[src/rtl/audio_sched_pkg.sv]
// audio_sched_pkg
// Shared types and helpers for the audio sequencing controller:
//   sample_t  - signed 16-bit audio sample
//   state_t   - DAC push sequencer states (LOAD -> PUSH_L -> PUSH_R)
//   sat16     - clamp an 18-bit signed mix into the 16-bit sample range
package audio_sched_pkg;

    typedef logic signed [15:0] sample_t;

    typedef enum logic [1:0] {
        ST_LOAD   = 2'd0,
        ST_PUSH_L = 2'd1,
        ST_PUSH_R = 2'd2
    } state_t;

    localparam sample_t SAMPLE_MAX = 16'sh7FFF;
    localparam sample_t SAMPLE_MIN = 16'sh8000;

    function automatic sample_t sat16(input logic signed [17:0] x);
        if (x > 18'sd32767) begin
            return SAMPLE_MAX;
        end else if (x < -18'sd32768) begin
            return SAMPLE_MIN;
        end else begin
            return x[15:0];
        end
    endfunction

endpackage

[src/rtl/audio_tape_slicer.sv]
// audio_tape_slicer
// Hysteresis comparator turning a stream of signed ADC samples into a
// 1-bit level. Only strobed samples are considered; the level moves to 1
// strictly above thresh_hi_i, to 0 strictly below thresh_lo_i, and holds
// otherwise (including samples exactly equal to either threshold).
// Ports:
//   clk, srst     - clock and synchronous active-high reset (level -> 0)
//   sample_i      - signed sample
//   strobe_i      - sample_i is a fresh accepted sample this cycle
//   thresh_hi_i   - upper threshold
//   thresh_lo_i   - lower threshold (must be below thresh_hi_i)
//   level_o       - registered sliced level
module audio_tape_slicer
    import audio_sched_pkg::*;
(
    input  logic    clk,
    input  logic    srst,
    input  sample_t sample_i,
    input  logic    strobe_i,
    input  sample_t thresh_hi_i,
    input  sample_t thresh_lo_i,
    output logic    level_o
);

    logic level_q;
    logic level_d;

    always_comb begin
        level_d = level_q;
        if (strobe_i) begin
            if (sample_i > thresh_hi_i) begin
                level_d = 1'b1;
            end else if (sample_i < thresh_lo_i) begin
                level_d = 1'b0;
            end
        end
    end

    always_ff @(posedge clk) begin
        if (srst) begin
            level_q <= 1'b0;
        end else begin
            level_q <= level_d;
        end
    end

    assign level_o = level_q;

endmodule

[src/rtl/audio_sched_ctrl.sv]
// audio_sched_ctrl
// Sequencer in front of the codec core's Avalon-ST sample ports.
// Once per stereo frame it mixes the beeper and tape-out levels into one
// signed sample, then pushes it to the DAC left port and afterwards to the
// DAC right port. The ADC ports are always drained; the left channel feeds
// a hysteresis slicer producing tape_in_o, the right channel is discarded.
// Optional build macro AUDIO_SCHED_MONITOR_EN: when defined, the last
// accepted ADC left sample (>>>2) is added into the mix for tape monitoring.
// Ports:
//   clk_clk, reset_reset          - clock, synchronous active-high reset
//   beep_i, tape_out_i, mute_i    - mix sources, sampled in LOAD only
//   tape_in_o                     - sliced tape input level
//   frame_cnt_o                   - completed stereo frames (wraps)
//   dac_l_* / dac_r_*             - DAC sample streams to the core
//   adc_l_* / adc_r_*             - ADC sample streams from the core
module audio_sched_ctrl
    import audio_sched_pkg::*;
#(
    parameter logic signed [15:0] BEEP_AMP  = 16'sd8192,
    parameter logic signed [15:0] TAPE_AMP  = 16'sd4096,
    parameter logic signed [15:0] THRESH_HI = 16'sd1024,
    parameter logic signed [15:0] THRESH_LO = -16'sd1024
) (
    input  logic        clk_clk,
    input  logic        reset_reset,
    input  logic        beep_i,
    input  logic        tape_out_i,
    input  logic        mute_i,
    output logic        tape_in_o,
    output logic [15:0] frame_cnt_o,
    output logic [15:0] dac_l_data_o,
    output logic        dac_l_valid_o,
    input  logic        dac_l_ready_i,
    output logic [15:0] dac_r_data_o,
    output logic        dac_r_valid_o,
    input  logic        dac_r_ready_i,
    input  logic [15:0] adc_l_data_i,
    input  logic        adc_l_valid_i,
    output logic        adc_l_ready_o,
    input  logic [15:0] adc_r_data_i,
    input  logic        adc_r_valid_i,
    output logic        adc_r_ready_o
);

    localparam logic signed [17:0] BEEP_W = 18'(BEEP_AMP);
    localparam logic signed [17:0] TAPE_W = 18'(TAPE_AMP);

    state_t            state_q, state_d;
    sample_t           dac_data_q, dac_data_d;
    logic [15:0]       frame_cnt_q, frame_cnt_d;
    logic signed [17:0] mix_wide;
    logic              adc_ready;
    logic              adc_l_fire;

    // ADC side never stalls the core outside reset.
    assign adc_ready     = ~reset_reset;
    assign adc_l_ready_o = adc_ready;
    assign adc_r_ready_o = adc_ready;
    assign adc_l_fire    = adc_l_valid_i & adc_ready;

    // Right-channel ADC samples are accepted and intentionally dropped.
    logic adc_r_unused;
    assign adc_r_unused = ^{adc_r_data_i, adc_r_valid_i};

`ifdef AUDIO_SCHED_MONITOR_EN
    sample_t mon_q, mon_d;

    always_comb begin
        mon_d = mon_q;
        if (adc_l_fire) begin
            mon_d = adc_l_data_i;
        end
    end

    always_ff @(posedge clk_clk) begin
        if (reset_reset) begin
            mon_q <= '0;
        end else begin
            mon_q <= mon_d;
        end
    end

    always_comb begin
        mix_wide = (beep_i     ? BEEP_W : -BEEP_W)
                 + (tape_out_i ? TAPE_W : -TAPE_W)
                 + 18'(sample_t'(mon_q >>> 2));
    end
`else
    always_comb begin
        mix_wide = (beep_i     ? BEEP_W : -BEEP_W)
                 + (tape_out_i ? TAPE_W : -TAPE_W);
    end
`endif

    // Push sequencer: valids are decoded from state so at most one is
    // ever high, and data only changes in LOAD, keeping it stable while
    // the core applies backpressure.
    always_comb begin
        state_d     = state_q;
        dac_data_d  = dac_data_q;
        frame_cnt_d = frame_cnt_q;
        unique case (state_q)
            ST_LOAD: begin
                dac_data_d = mute_i ? '0 : sat16(mix_wide);
                state_d    = ST_PUSH_L;
            end
            ST_PUSH_L: begin
                if (dac_l_ready_i) begin
                    state_d = ST_PUSH_R;
                end
            end
            ST_PUSH_R: begin
                if (dac_r_ready_i) begin
                    state_d     = ST_LOAD;
                    frame_cnt_d = frame_cnt_q + 16'd1;
                end
            end
            default: begin
                state_d = ST_LOAD;
            end
        endcase
    end

    always_ff @(posedge clk_clk) begin
        if (reset_reset) begin
            state_q     <= ST_LOAD;
            dac_data_q  <= '0;
            frame_cnt_q <= '0;
        end else begin
            state_q     <= state_d;
            dac_data_q  <= dac_data_d;
            frame_cnt_q <= frame_cnt_d;
        end
    end

    assign dac_l_valid_o = (state_q == ST_PUSH_L);
    assign dac_r_valid_o = (state_q == ST_PUSH_R);
    assign dac_l_data_o  = dac_data_q;
    assign dac_r_data_o  = dac_data_q;
    assign frame_cnt_o   = frame_cnt_q;

    audio_tape_slicer u_slicer (
        .clk         (clk_clk),
        .srst        (reset_reset),
        .sample_i    (adc_l_data_i),
        .strobe_i    (adc_l_fire),
        .thresh_hi_i (THRESH_HI),
        .thresh_lo_i (THRESH_LO),
        .level_o     (tape_in_o)
    );

endmodule
[config.mk]
export PLATFORM = sky130hd
export DESIGN_NAME = audio_sched_ctrl
export DESIGN_NICKNAME = d
export VERILOG_FILES = /design/src/rtl/audio_sched_pkg.sv /design/src/rtl/audio_tape_slicer.sv /design/src/rtl/audio_sched_ctrl.sv
export SDC_FILE = /design/constraint.sdc
export NUM_CORES = 1
export LEC_CHECK = 0
export ABC_AREA = 1
export CAP_MARGIN = 20
export CORE_AREA = 2 2 72 67
export DETAILED_ROUTE_END_ITERATION = 6
export DIE_AREA = 0 0 74 69
export PLACE_DENSITY = 0.75
export SKIP_LAST_GASP = 1
export SLEW_MARGIN = 20
export SYNTH_ARGS = -nofsm -noshare
export SYNTH_HDL_FRONTEND = slang
export SYNTH_SLANG_ARGS = --single-unit
[constraint.sdc]
create_clock -name clk_clk -period 1.5 [get_ports clk_clk]
set_input_delay 0.3 -clock clk_clk [delete_from_list [all_inputs] [get_ports clk_clk]]
set_output_delay 0.3 -clock clk_clk [all_outputs]
set_load 0.005 [all_outputs]
# After elaboration in Yosys (flattened, before gate mapping)
# Cells that the tools add are included.
# op_classes
n_addsub	2
mul	0
div	0
order_cmp	4
n_eq_ne	4
shift	0
muxes	10
n_bitwise	2
reduce_logical	5
# op_table
op	count
$mux W16	3
$mux W18	2
$add A18 B18 Y18	1
$gt A18 B16 Y1 const B	1
$lt A18 B16 Y1 const B	1
$add A16 B1 Y16 const B	1
$gt A16 B12 Y1 const B	1
$lt A16 B11 Y1 const B	1
$pmux W2 S3	1
$reduce_and A2 Y1	3
$mux W2	2
$ne A2 B1 Y1 const B	2
$eq A2 B1 Y1 const B	1
$eq A2 B2 Y1 const B	1
$logic_not A2 Y1	1
$mux W1	2
$reduce_bool A2 Y1	1
$and A1 B1 Y1	1
$not A1 Y1	1
# word_totals
ff_bits	35
latch_bits	0
ramBits	0
rom_bits	0
input_bits	41
output_inout_bits	53
wordCells	31
n_memories	0

# Depth between registers and ports, before layout
# Gate-level depths: netlist of run 1.
# depth
word_depth	6
mapped_depth	9
depth_no_buf	9

# Cells and area by module
# From an unflattened synthesis of run 1, not the netlist that was laid out.
# unflattened
cells_unflattened	346
area_unflattened_um2	2308.5
# modules_own_cells
module	instances	cells_each	area_each_um2	seq_area_each_um2
audio_sched_ctrl	1	205	1420.1	460.4
audio_tape_slicer	1	141	888.4	20.0

# Worst setup path after synthesis of run 1
# No wires, ideal clock.
# synth_path
path_kind	register to register
start	reg frame_cnt_q[0] (netlist: frame_cnt_o[0])
end	reg frame_cnt_q[14] (netlist: frame_cnt_o[14])
setup_time_ns	0.110
arrival_ns	1.097
required_ns	1.390
slack_ns	0.292
stages_incl_launch_ff	9
n_path_buf	0
period_less_slack_ns	1.208
path_cell_list	dfxtp_1 -> ha_1 -> inv_1 -> nor2_2 -> nand2_2 -> nor2_2 -> nand3_1 -> nand2_1 -> nor2_1
# synth_between
elab_chain_len	1
# synth_rtl
element	line	source
from (decl)	audio_sched_ctrl.sv:50	logic [15:0] frame_cnt_q, frame_cnt_d;
from (signal assigned)	audio_sched_ctrl.sv:132	frame_cnt_q <= frame_cnt_d;
$add A16 B1 Y16	audio_sched_ctrl.sv:115	frame_cnt_d = frame_cnt_q + 16'd1;
# Every way passes these cells.
# A chain may end at the register's enable or synchronous reset.

# Worst setup path in the final report of run 1
# layout_path
start	in reset_reset
end	out adc_r_ready_o
# layout_between
elab_chain_len	1
# layout_rtl
element	line	source
from (decl)	audio_sched_ctrl.sv:25	input logic reset_reset,
$not A1 Y1	audio_sched_ctrl.sv:56	assign adc_ready = ~reset_reset;
to (decl)	audio_sched_ctrl.sv:42	output logic adc_r_ready_o
# Every way passes these cells.

==> run metrics, run 1 <==
status=complete, but fails checks; failing checks=negative setup slack; Worst-Skew Late Latency=0.26 ns; Post-DP HPWL=2.668 mm; Net Sw Frac=0.2321; Slew Limit Fails=0; Avg Cell Area, Syn=7.255 sq um; Non-Filler Instances=343; sequential element share of the synthesized area=0.3109; Worst EP required=1.20 ns; worst setup margin=-0.1157 ns; CTS tree=yes; cts bufs inserted=3; Reg power frac=0.465; initial antenna violation count=0; drt via density=4.411; critical path endpoint category=output pin; VDD IR max=463.3 uV; Hold Buf Count CTS=0; # DRC=0; Hold Vio Cnt, Final=0; met3 WL=258 um; die width=74 um; largest family of logic cells by synthesized area=simple AND/OR/NAND/NOR gates; Final #Nets=328; layout cells sized above 1=0.2028; syn nets=259; adder and majority gate portion of the synthesized area=0.04049; commonest non-fill, non-tap cell in the layout=clkdlybuf4s50_1; Post-Synth Simple-Gate Area=0.3126; CTS sink cnt=24; num rows=23; Slew @ Worst Pin=0.3915 ns; Max H-tree Level=1; Metal-1 WL=1.409 mm; Antenna Cells=0; Ys Warns=0; Power Internal=0.001088 W; f_max=618.9 MHz; met2 WL=1.575 mm; normalized max-slew margin=0.7380; Hold Path Class=reg2reg; clock share of power=0.303; Pre-antenna DRT Iters=4; RSZ-0062 raised after global routing=yes; PortBufs=76; Area growth syn-to-layout=56.19%; Detailed Route WL=3.258 mm; io pins=94; Tot GR Track Use=0.1344; post-synth cell types=27; Clock Skew=0.002545 ns; max layer used=met4; gpl congestion=0.8231; Placed Cells=335; crit share post-route=1.077; most frequent cells in the layout=62 x clkdlybuf4s50_1, 34 x nand2_1, 24 x nor2_1; antenna-violating nets left=0; mux share of post-synthesis cell area=0; FF+latch count, synth=24; Crit Path Max Fanout=3; grt ovf=0; via count=1513; combinational power share=0.232; Clk pin slew, worst setup/hold paths=0.08 ns; Initial Util=0.3556; Place WS=-0.2575 ns; die area=5106 sq um; wire per inst=9.499 um; setup_tns=-1.168 ns; Post-Synth XOR/XNOR Area=0.01700; startpoint class of the critical path=input port; minimum clock period=1.616 ns; final setup vio count=19; Die Y=69 um; Bufs on Longest Clock Path=2; clk root buf=clkbuf_8; P_leak=1.128 nW; PwrDens=586.9 nW/um^2; MaxCap Viol Count=0; CP Class=in2out; Core Footprint=4345 sq um; Initial DRC Count=82; Mapped Area=1545 sq um; largest net degree at the start of global routing=25; Cells after Synth=213; Synth Area in Compound Gates=0.1077; vias in the first global route=1373; WP data arrival=1.32 ns; r2r setup slk=0.20 ns; NetSw=0.0003288 W; first-pass GRT wire length=5.644 mm
[kinds of logic (layout without fill, tap and decap cells)]
family	after synthesis	in the layout
and+or+nand+nor	93	93
buffers and inverters	59	127
AOI/OAI and AO/OA	29	29
DFF	24	24
adders and majority gates	5	5
xor gates and xnor gates	3	3
[timing repair]
item                       CTS  global route
setup buffers                2             2
resized for setup           16            19
setup endpoints to repair   36            36
[per-stage QoR]
step                      total power [W]  utilization  instance area (sq um)  hold WS (ns)
after floorplan                 0.0008368            -                   1545        0.3793
after global placement           0.001003       0.5255                   2283        0.4362
after detailed placement         0.001009       0.5255                   2283        0.4396
after CTS                        0.001448       0.5436                   2362        0.4527
after global routing             0.001503       0.5554                   2414        0.4816
final                            0.001417       0.5554                   2414        0.4508
[cells in the mapped netlist]
cell,count,area [sq um]
nor3_1,8,40.04
nand3b_4,1,20.02
nor2_2,2,12.51
nor2_4,3,33.78
clkbuf_1,2,7.510
o211ai_1,1,7.510
nand4_1,2,12.51
o21ai_0,8,40.04
o21bai_2,2,22.52
inv_1,27,101.4
nor4_1,1,6.260
ha_1,5,62.56
xor2_1,3,26.28
buf_4,28,210.2
nor2_1,24,90.09
a31oi_1,1,6.260
nand3_1,11,55.05
nand3_4,2,35.03
o21bai_1,2,15.01
nor2_8,1,20.02
dfxtp_1,24,480.5
nand2_1,34,127.6
nand2_4,1,11.26
or2_2,1,6.260
inv_2,2,7.510
nand2_2,2,12.51
a21oi_1,15,75.07
[sequential cells by signal, indices dropped and copies added, names as in the netlist]
signal	flops
u_slicer.level_o	1
dac_l_data_o	5
state_q	2
frame_cnt_o	16
[worst max-delay path, cell delays in order]
cell and delay, ns:
clkdlybuf4s50_1 0.44, inv_2 0.08, clkdlybuf4s50_1 0.49
[power groups by stage]
stage               Sequential, W  Clock (W)  Combinational (W)
floorplan                0.000687          0           0.000149
global placement         0.000679          0           0.000324
detailed placement       0.000679          0           0.000330
CTS                      0.000665   0.000452           0.000330
global route             0.000662   0.000479           0.000362
finish                   0.000659   0.000429           0.000329
[path summary, 6_finish.rpt]
kind	startpoint	to	cells past startpoint
max	reset_reset	adc_r_ready_o	3
min	u_slicer.level_o	u_slicer.level_o	2
min reg2reg	u_slicer.level_o	u_slicer.level_o	2
max reg2reg	state_q[0]	frame_cnt_o[2]	7
[layout make-up]
| cell class | instances | area (sq um) |
|---|---|---|
| inverter | 29 | 108.9 |
| timing repair buffer | 94 | 928.4 |
| sequential | 24 | 505.5 |
| tap | 62 | 77.57 |
| fill | 405 | 1932 |
| multi-input combinational | 130 | 738.2 |
| clock buffer | 4 | 55.05 |
[metal layers]
metal	vias to the layer above	GRT usage
met5	-	0
met4	0	0.02828
met3	4	0.04386
met2	60	0.2262
met1	665	0.1647
li1	784	-
(Power assumes the default switching activity.)
==> run 2, diff against run 1 <==
--- a/config.mk
+++ b/config.mk
@@ -10,7 +10,9 @@
 export CORE_AREA = 2 2 72 67
 export DETAILED_ROUTE_END_ITERATION = 6
 export DIE_AREA = 0 0 74 69
+export HOLD_SLACK_MARGIN = 0.06
 export PLACE_DENSITY = 0.75
+export REMOVE_ABC_BUFFERS = 1
 export SKIP_LAST_GASP = 1
 export SLEW_MARGIN = 20
 export SYNTH_ARGS = -nofsm -noshare
==> run metrics, run 2 (same netlist as run 1, synthesis figures left out) <==
Worst EP required=1.20 ns (about the same); WHS=0.4452 ns (-0.005658 ns); Initial Util=0.3556 (unchanged); Hold Path Class=reg2reg; num rows=23 (unchanged); # DRC=0 (unchanged); Worst-Skew Late Latency=0.27 ns (about the same); Hold Buf Count CTS=0 (unchanged); Storage cell area=495.5 sq um (-2.0%); Tot GR Track Use=0.1418 (+0.007405); via count=1447 (-4.4%); gpl congestion=0.8413 (+2.2%); RSZ-0062 raised after global routing=yes; Placed Cells=336 (+0.30%); Fill cells=418 (+3.2%); r2r endpoint=dac_l_data_o[11]; r2r setup slk=0.19 ns (about the same); max reg flops=16 (unchanged); critical register-to-register path startpoint=state_q[1]; Pre-antenna DRT Iters=4 (unchanged); CP Class=reg2out; Initial DRC Count=36 (-56%); Post-DP HPWL=2.880 mm (+7.9%); Util after Layout=0.5439 (-0.01152); layout cells sized above 1=0.1935 (-0.009299); Clk pin slew, worst setup/hold paths=0.09 ns (about the same); Non-Filler Instances=341 (-0.58%); drt via density=4.243 (-3.8%); io pins=94 (unchanged); Slew @ Worst Pin=0.3775 ns (-0.01394 ns); PwrDens=598.6 nW/um^2 (+2.0%); Core Footprint=4345 sq um (unchanged); startpoint class of the critical path=register; initial antenna violation count=0 (unchanged); total power=0.001415 W (-0.13%); CP max stage cell=clkdlybuf4s50_1; worst setup path end=frame_cnt_o[3]; CTS tree=yes; f_max=684.7 MHz (+11%); CTS sink cnt=24 (unchanged); P_leak=1.071 nW (-5.1%); first-pass GRT wire length=5.858 mm (+3.8%); wire per inst=10.67 um (+12%); vias in the first global route=1346 (-2.0%); area of the multi-input gates=743.2 sq um (+0.68%); Crit Path Max Fanout=5 (+2); final design area excluding fillers=2364 sq um (-2.1%); die width=74 um (unchanged); WP data arrival=1.16 ns (-0.16 ns); Die Y=69 um (unchanged); r2r worst-path depth=6 (-1); final setup vio count=0 (-19); Max H-tree Level=1 (unchanged); Buf+Inv Stages, Crit Path=1 (-2); commonest non-fill, non-tap cell in the layout=clkdlybuf4s50_1; Crit path max-delay family=buffers and inverters; minimum clock period=1.460 ns (-0.1553 ns); critical path endpoint category=output pin; VDD IR max=486.9 uV (+5.1%); Bufs on Longest Clock Path=2 (unchanged); antenna-violating nets left=0 (unchanged); CP Cell Sequence=clkdlybuf4s50_1; cts bufs inserted=3 (unchanged); Slew Limit Fails=0 (unchanged); grt ovf=0 (unchanged); clk root buf=clkbuf_8; die area=5106 sq um (unchanged); crit share post-route=0.9736 (-0.1035); critical path depth=1 (-2); Clock Skew=0.007870 ns (+0.005325 ns); largest net degree at the start of global routing=14 (-44%); normalized max-slew margin=0.7474 (+0.009325); PortBufs=76 (unchanged); status=finished, final reports clean; MaxCap Viol Count=0 (unchanged); Max stage delay on crit path=0.52 ns (+0.03 ns); Placement Cell Area=2291 sq um (+0.33%); crit path from=frame_cnt_o[3]; Final #Nets=326 (-0.61%); Antenna Cells=0 (unchanged); Area growth syn-to-layout=52.96%; Hold Vio Cnt, Final=0 (unchanged); most frequent cells in the layout=48 x clkdlybuf4s50_1, 34 x nand2_1, 28 x dlygate4sd2_1; Detailed Route WL=3.639 mm (+12%)
-- run 2: changes by cell type in the layout (fill, tap and decap cells not counted), sizes merged --
cell	previous run	this run
buf	18	15
bufbuf	0	1
clkdlybuf4s50	62	48
dlygate4sd2	4	28
dlymetal6s2s	10	0
-- run 2: report_power, final --
part | switching, W | total [W] | leakage [nW] | internal [W]
Combinational | 0.000124 | 0.000312 | 0.841 | 0.000188
Sequential | 0.0000120 | 0.000664 | 0.201 | 0.000652
Clock | 0.000205 | 0.000439 | 0.0288 | 0.000234
Total | 0.000341 | 0.00141 | 1.07 | 0.00107
-- run 2: per-stage QoR --
stage	TNS, ns	setup WS (ns)
floorplan	0	0.1169
global placement	-1.498	-0.2170
global route	-0.02273	-0.02273
finish	0	0.03961
detailed placement	-1.613	-0.2479
CTS	0	0.0006642
-- run 2: how the worst min path moves through the flow --
stage | end | start | depth (start not counted)
finish | u_slicer.level_o | u_slicer.level_o | 2
global route | u_slicer.level_o | u_slicer.level_o | 2
CTS | u_slicer.level_o | u_slicer.level_o | 2
detailed placement | u_slicer.level_o | u_slicer.level_o | 2
global placement | u_slicer.level_o | u_slicer.level_o | 2
floorplan | dac_l_data_o[11] | reset_reset | 1
-- run 2: what timing repair did --
| item | 4_1_cts | 5_1_grt |
|---|---|---|
| gates resized for setup | 37 | 8 |
| setup buffers | 0 | 0 |
| endpoints found under the setup margin | 34 | 6 |
| pin swaps | 0 | 2 |
| gates cloned | 1 | 0 |
-- run 2: cell type report --
type | instances | area share
flip-flops and latches | 24 | 0.2096
repair buffers | 92 | 0.3737
clock buffers | 4 | 0.02329
multi-input cells | 130 | 0.3145
inverters | 29 | 0.04606
well taps | 62 | 0.03282
-- run 2: layer usage --
| metal | vias up | track usage | routed length (um) |
|---|---|---|---|
| met1 | 627 | 0.1758 | 1533 |
| met4 | 0 | 0.02828 | 7 |
| met2 | 37 | 0.2440 | 1810 |
| met5 | - | 0 | 0 |
| met3 | 2 | 0.03655 | 287 |
| li1 | 781 | - | - |
